`src/rtl/cam_master_pkg.sv`:
```
// Shared CAM link definitions: framing bytes, opcodes, field offsets and FSM encoding.
package cam_master_pkg;

    localparam int unsigned MSG_LENGTH = 64;

    localparam logic [7:0] CAM_STX = 8'h02;
    localparam logic [7:0] CAM_ETX = 8'h03;

    localparam logic [7:0] OP_TEST          = 8'd0;
    localparam logic [7:0] OP_ADC_SPI       = 8'd1;
    localparam logic [7:0] OP_ADC_SYNC      = 8'd2;
    localparam logic [7:0] OP_FIFO_RST      = 8'd3;
    localparam logic [7:0] OP_ACQ_START     = 8'd4;
    localparam logic [7:0] OP_ACQ_STOP      = 8'd5;
    localparam logic [7:0] OP_PB_I2C_WR     = 8'd7;
    localparam logic [7:0] OP_SNS_I2C_RD_RS = 8'd12;
    localparam logic [7:0] OP_VERSION       = 8'd16;

    // Byte index within the packet, byte 0 is transmitted first.
    localparam int unsigned BYTE_STX    = 0;
    localparam int unsigned BYTE_OPCODE = 1;
    localparam int unsigned BYTE_ARG1   = 2;
    localparam int unsigned BYTE_ARG0   = 3;
    localparam int unsigned BYTE_PAY1   = 4;
    localparam int unsigned BYTE_PAY0   = 5;
    localparam int unsigned BYTE_CS     = 6;
    localparam int unsigned BYTE_ETX    = 7;

    typedef enum logic [2:0] {
        ST_IDLE,
        ST_TX_LO,
        ST_TX_HI,
        ST_GAP,
        ST_RX_HI,
        ST_RX_LO,
        ST_DONE
    } cam_state_e;

    // LSB position of a packet byte inside an MSB-first shift register.
    function automatic int unsigned byte_lsb(input int unsigned idx);
        return MSG_LENGTH - 8 * (idx + 1);
    endfunction

    function automatic logic [MSG_LENGTH-1:0] build_frame(
        input logic [7:0] opcode,
        input logic [7:0] arg1,
        input logic [7:0] arg0,
        input logic [7:0] pay1,
        input logic [7:0] pay0
    );
        return {CAM_STX, opcode, arg1, arg0, pay1, pay0,
                opcode ^ arg1 ^ arg0 ^ pay1 ^ pay0, CAM_ETX};
    endfunction

endpackage

```
`src/rtl/cam_phase_timer.sv`:
```
// Load/count-down phase timer; done while the count sits at zero.
module cam_phase_timer #(
    parameter int unsigned W = 8
) (
    input  logic         clk,
    input  logic         n_reset,
    input  logic         load,
    input  logic [W-1:0] load_val,
    input  logic         count,
    output logic         done
);

    logic [W-1:0] cnt;

    always_ff @(posedge clk or negedge n_reset) begin
        if (!n_reset) begin
            cnt <= '0;
        end else if (load) begin
            cnt <= load_val;
        end else if (count && (cnt != '0)) begin
            cnt <= cnt - 1'b1;
        end
    end

    assign done = (cnt == '0);

endmodule

```
`src/rtl/cam_master.sv`:
```
// Host-side CAM 3-wire link initiator: frames a command, clocks it out, clocks back
// the response and reports payload and framing errors.
module cam_master
    import cam_master_pkg::*;
#(
    parameter int unsigned HALF_PERIOD = 50,
    parameter int unsigned TURNAROUND  = 10000
) (
    input  logic       clk,
    input  logic       n_reset,
    input  logic       req_valid,
    output logic       req_ready,
    input  logic [7:0] req_opcode,
    input  logic [7:0] req_arg1,
    input  logic [7:0] req_arg0,
    input  logic [7:0] req_pay1,
    input  logic [7:0] req_pay0,
    output logic       rsp_valid,
    output logic [7:0] rsp_pay1,
    output logic [7:0] rsp_pay0,
    output logic [2:0] rsp_err,
    output logic       busy,
    output logic       cam_sck,
    output logic       cam_din,
    input  logic       cam_dout
);

    localparam int unsigned TMR_MAX = (HALF_PERIOD > TURNAROUND) ? HALF_PERIOD : TURNAROUND;
    localparam int unsigned TMR_W   = $clog2(TMR_MAX);
    localparam logic [TMR_W-1:0] HP_LOAD = TMR_W'(HALF_PERIOD - 1);
    localparam logic [TMR_W-1:0] TA_LOAD = TMR_W'(TURNAROUND - 1);
    localparam logic [6:0]       BITS    = 7'(MSG_LENGTH);

    cam_state_e            state_q, state_d;
    logic [MSG_LENGTH-1:0] tx_sr, rx_sr;
    logic [6:0]            bit_cnt, bit_cnt_inc;
    logic [7:0]            opcode_q;
    logic                  dout_meta, dout_sync;
    logic                  accept;
    logic                  tmr_load, tmr_done;
    logic [TMR_W-1:0]      tmr_val;

    cam_phase_timer #(.W(TMR_W)) u_timer (
        .clk      (clk),
        .n_reset  (n_reset),
        .load     (tmr_load),
        .load_val (tmr_val),
        .count    (state_q != ST_IDLE),
        .done     (tmr_done)
    );

    // The response cycle still counts as busy, so the next accept lands one cycle later.
    assign req_ready   = (state_q == ST_IDLE) && !rsp_valid;
    assign busy        = (state_q != ST_IDLE) || rsp_valid;
    assign accept      = req_valid && req_ready;
    assign bit_cnt_inc = bit_cnt + 7'd1;
    assign cam_sck     = (state_q == ST_TX_HI) || (state_q == ST_RX_HI);
    assign cam_din     = ((state_q == ST_TX_LO) || (state_q == ST_TX_HI)) && tx_sr[MSG_LENGTH-1];

    always_ff @(posedge clk or negedge n_reset) begin
        if (!n_reset) begin
            state_q <= ST_IDLE;
        end else begin
            state_q <= state_d;
        end
    end

    always_comb begin
        state_d  = state_q;
        tmr_load = 1'b0;
        tmr_val  = HP_LOAD;
        unique case (state_q)
            ST_IDLE: if (accept) begin
                state_d  = ST_TX_LO;
                tmr_load = 1'b1;
            end
            ST_TX_LO: if (tmr_done) begin
                state_d  = ST_TX_HI;
                tmr_load = 1'b1;
            end
            ST_TX_HI: if (tmr_done) begin
                tmr_load = 1'b1;
                if (bit_cnt_inc == BITS) begin
                    state_d = ST_GAP;
                    tmr_val = TA_LOAD;
                end else begin
                    state_d = ST_TX_LO;
                end
            end
            ST_GAP: if (tmr_done) begin
                state_d  = ST_RX_HI;
                tmr_load = 1'b1;
            end
            ST_RX_HI: if (tmr_done) begin
                state_d  = ST_RX_LO;
                tmr_load = 1'b1;
            end
            ST_RX_LO: if (tmr_done) begin
                if (bit_cnt_inc == BITS) begin
                    state_d = ST_DONE;
                end else begin
                    state_d  = ST_RX_HI;
                    tmr_load = 1'b1;
                end
            end
            ST_DONE: state_d = ST_IDLE;
            default: state_d = ST_IDLE;
        endcase
    end

    always_ff @(posedge clk or negedge n_reset) begin
        if (!n_reset) begin
            tx_sr     <= '0;
            rx_sr     <= '0;
            bit_cnt   <= '0;
            opcode_q  <= '0;
            dout_meta <= 1'b0;
            dout_sync <= 1'b0;
            rsp_valid <= 1'b0;
            rsp_pay1  <= '0;
            rsp_pay0  <= '0;
            rsp_err   <= '0;
        end else begin
            dout_meta <= cam_dout;
            dout_sync <= dout_meta;
            rsp_valid <= 1'b0;
            case (state_q)
                ST_IDLE: if (accept) begin
                    tx_sr    <= build_frame(req_opcode, req_arg1, req_arg0, req_pay1, req_pay0);
                    opcode_q <= req_opcode;
                    bit_cnt  <= '0;
                end
                ST_TX_HI: if (tmr_done) begin
                    tx_sr   <= {tx_sr[MSG_LENGTH-2:0], 1'b0};
                    bit_cnt <= bit_cnt_inc;
                end
                ST_GAP: if (tmr_done) begin
                    bit_cnt <= '0;
                end
                ST_RX_HI: if (tmr_done) begin
                    rx_sr <= {rx_sr[MSG_LENGTH-2:0], dout_sync};
                end
                ST_RX_LO: if (tmr_done) begin
                    bit_cnt <= bit_cnt_inc;
                end
                ST_DONE: begin
                    rsp_pay1   <= rx_sr[byte_lsb(BYTE_PAY1) +: 8];
                    rsp_pay0   <= rx_sr[byte_lsb(BYTE_PAY0) +: 8];
                    rsp_err[0] <= rx_sr[byte_lsb(BYTE_STX) +: 8] != CAM_STX;
                    rsp_err[1] <= rx_sr[byte_lsb(BYTE_ETX) +: 8] != CAM_ETX;
                    rsp_err[2] <= rx_sr[byte_lsb(BYTE_OPCODE) +: 8] != opcode_q;
                    rsp_valid  <= 1'b1;
                end
                default: ;
            endcase
        end
    end

endmodule

```
`config.mk`:
```
export PLATFORM = sky130hd
export DESIGN_NAME = cam_master
export DESIGN_NICKNAME = d
export VERILOG_FILES = /design/src/rtl/cam_master_pkg.sv /design/src/rtl/cam_phase_timer.sv /design/src/rtl/cam_master.sv
export SDC_FILE = /design/constraint.sdc
export NUM_CORES = 1
export LEC_CHECK = 0
export CAP_MARGIN = 40
export CORE_MARGIN = 2
export CORE_UTILIZATION = 40
export DETAILED_ROUTE_END_ITERATION = 12
export SLEW_MARGIN = 10
export SYNTH_ARGS = -nofsm -noshare
export SYNTH_HDL_FRONTEND = slang
export SYNTH_HIERARCHICAL = 1
export SYNTH_SLANG_ARGS = --single-unit
```
`constraint.sdc`:
```
create_clock -name clk -period 4.09 [get_ports clk]
set_clock_uncertainty 0.1 [all_clocks]
set_input_delay 0.818 -clock clk [delete_from_list [all_inputs] [get_ports clk]]
set_output_delay 0.818 -clock clk [all_outputs]
set_load 0.02 [all_outputs]
```
==> results.ini <==
[yosys]
synth_cells = 759
yosysTopAreaCell = dfrtp_1
synth_edf_count = 0
syn_area_sq_um = 8381
synth_flop_cell = dfrtp_1
yosysUniqueCellTypes = 63
synth.area.top_cells = dfrtp_1, mux2_2, nand2_1
yosysWarnings = 6
yosysSeqAreaShare_pct = 54.34
synth.top_cell.area_share_pct = 54.34
async_reset_ff_share_pct = 100.0
ys_seq_elements = 182
avgSynthCellArea_sq_um = 11.04

[clocking]
cts_tree = yes
postCtsHoldBufs = 0
root_buffer = clkbuf_16
cts_buffer_depth = 2
cts_buffers = 17
cts_sinks = 182
cts_resized = 0
clk_pin_slew_ns = 0.07
htreeDepth = 4
postCtsSetupRepairBufs = 0
clk_latency_ns = 0.43

[timing]
min_period_ns = 3.461
finalSetupViolations = 0
relSlewSlack_pct = 55.57
drv_slew = 0
fmax_ghz = 0.2889
grt_setup_unrepaired = no
setup_tns_ns = 0
tightest_slew_ns = 0.6664
hold_viol_final = 0
fin_crit_sh_pct = 84.62

[placement]
port_buffers = 67
dpl.hpwl_um = 10490
placed_area_sq_um = 9361
finalWeightedCongestion = 0.7545

[route]
route.met2.wl_um = 7120
wl_per_cell_um = 14.48
via_per_inst = 4.966
route.detailed.drc = 0
drt_iter0_markers = 397
dr.pass1.iters = 4
vias = 5463
top_layer = met4
drtAntennaViolNets = 0
dr_wl_met3_um = 535
wl_um = 15930
met1_length_um = 8074

[status]
outcome = finished, final reports clean

[worst_setup_path]
r2r_start = state_q[0]$_DFFE_PN0P_
r2r-end = u_timer/cnt[4]$_DFFE_PN0P_
arrival_ns = 2.54
r2r_setup_slack_ns = 1.09
crit_required_ns = 3.17
start_kind = flop
crit_type = reg2out
crit_fanout = 14
rr_worst_depth = 8
cp-end-kind = output pin

[floorplanning]
die_y_um = 148.7
io_pins = 68
core-area_sq_um = 20430
rows = 52
dieArea_sq_um = 22130
start_util_pct = 41.02
die_x_um = 148.7

[finish]
fillers = 1913
drive_gt1_share_pct = 15.42
diodes = 0
layout.nets = 864
finalInstanceArea_sq_um = 9992
syn_to_final_growth_pct = 19.23

[pwr]
p_leak_uw = 0.004582
peakVddDrop_mv = 0.2557
powerDensity_nw_per_um2 = 479.1

[global_route]
gr-total-overflow = 0
grt_max_degree = 129
antenna_found_initial = 0
grt.total_usage_pct = 15.64
grt_pass1_vias = 5437
grt_pass1_wl_um = 27720

[worst_hold_path]
hp-class = in2async

[run]
drv_cap = 0

==> metrics by stage <==
| stage | power, uW | util [%] | setup WS (ns) | hold slack, ns | cells |
|---|---|---|---|---|---|
| final | 4787 | 48.91 | 0.6290 | 0.1138 | 1100 |
| after global routing | 5079 | 48.91 | 0.4802 | 0.1013 | 1100 |
| after CTS | 4849 | 48.91 | 0.6034 | 0.09812 | 1100 |
| after detailed placement | 3103 | 45.82 | 0.8453 | 0.2442 | 1068 |
| after global placement | 3079 | 45.73 | 0.8714 | 0.2338 | 1067 |
| after floorplan | 2858 | - | 1.183 | 0.2312 | 762 |
==> how the worst max path moves through the flow <==
stage / to / cells past startpoint / from / slack [ns]
finish: req_ready / 4 / state_q[0]$_DFFE_PN0P_ / 0.63
global route: req_ready / 4 / state_q[0]$_DFFE_PN0P_ / 0.48
CTS: req_ready / 4 / state_q[0]$_DFFE_PN0P_ / 0.60
detailed placement: u_timer/cnt[4]$_DFFE_PN0P_ / 9 / req_valid / 0.85
global placement: u_timer/cnt[4]$_DFFE_PN0P_ / 9 / req_valid / 0.87
floorplan: u_timer/cnt[2]$_DFFE_PN0P_ / 14 / u_timer/cnt[0]$_DFFE_PN0P_ / 1.18
==> registers in the layout (all words and copies together) (netlist names) <==
signal / count
tx_sr: 64
rsp_err: 3
rsp_pay0: 8
state_q: 3
rx_sr: 64
rsp_pay1: 8
rsp_valid: 1
bit_cnt: 7
opcode_q: 8
u_timer/cnt: 14
dout_sync: 1
dout_meta: 1
==> cells in the mapped netlist, types with 7 or more instances <==
cell      instances
dfrtp_1         182
nand2_1         145
mux2_2           71
o21ai_0          62
mux2i_1          41
xnor2_1          25
nor2_1           23
a21oi_1          22
clkbuf_1         22
nand3_1          21
buf_2            12
inv_1            11
nand2b_1          8
xnor3_1           8
nand4_1           7
o21ai_1           7
==> cells by family (layout without fill, tap and decap cells) <==
family / count (synthesis) / in the layout / synth area share, %
and+or+nand+nor: 248 / 248 / 14.12
DFF: 182 / 182 / 54.34
AOI/OAI and AO/OA: 121 / 121 / 8.376
muxes: 117 / 117 / 15.11
buffers and inverters: 53 / 121 / 2.747
xor gates and xnor gates: 33 / 33 / 4.763
adders and majority gates: 3 / 3 / 0.4479
other: 2 / 5 / 0.08961
==> power breakdown <==
group	internal [uW]	switching (uW)	leakage, uW	total [uW]
Clock	943	782	0.000310	1720
Sequential	2090	244	0.00241	2330
Combinational	370	359	0.00186	729
==> area by class of cell <==
type / count / area (sq um) / area share, %
inverters: 12 / 45.04 / 0.4508
well taps: 270 / 337.8 / 3.381
multi-input cells: 527 / 3627 / 36.30
repair buffers: 77 / 797.0 / 7.976
clock buffers: 17 / 425.4 / 4.257
clock inverters: 15 / 205.2 / 2.054
flip-flops and latches: 182 / 4554 / 45.58
==> cell usage in the layout, fill, tap and decap left out, types with 8 or more instances in the layout <==
cell type,synthesis,routed
dfrtp_1,182,182
nand2_1,145,144
mux2_2,71,71
clkdlybuf4s50_1,0,66
o21ai_0,62,62
mux2i_1,41,41
xnor2_1,25,25
nor2_1,23,23
a21oi_1,22,22
nand3_1,21,21
clkbuf_16,0,17
inv_1,11,11
nand2b_1,8,8
xnor3_1,8,8
==> critical path: stages, from the launching register on <==
cell             delay (ns)
dfrtp_1                0.56
or3_1                  0.58
or2_2                  0.34
inv_1                  0.05
clkdlybuf4s50_1        0.59
==> per-layer routing <==
metal / global-route usage [%] / up-vias
met1: 22.81 / 2632
met3: 3.884 / 14
met2: 23.19 / 66
met5: 0 / -
li1: - / 2751
met4: 4.667 / 0
Note: power is estimated with default switching activity, not from simulation.
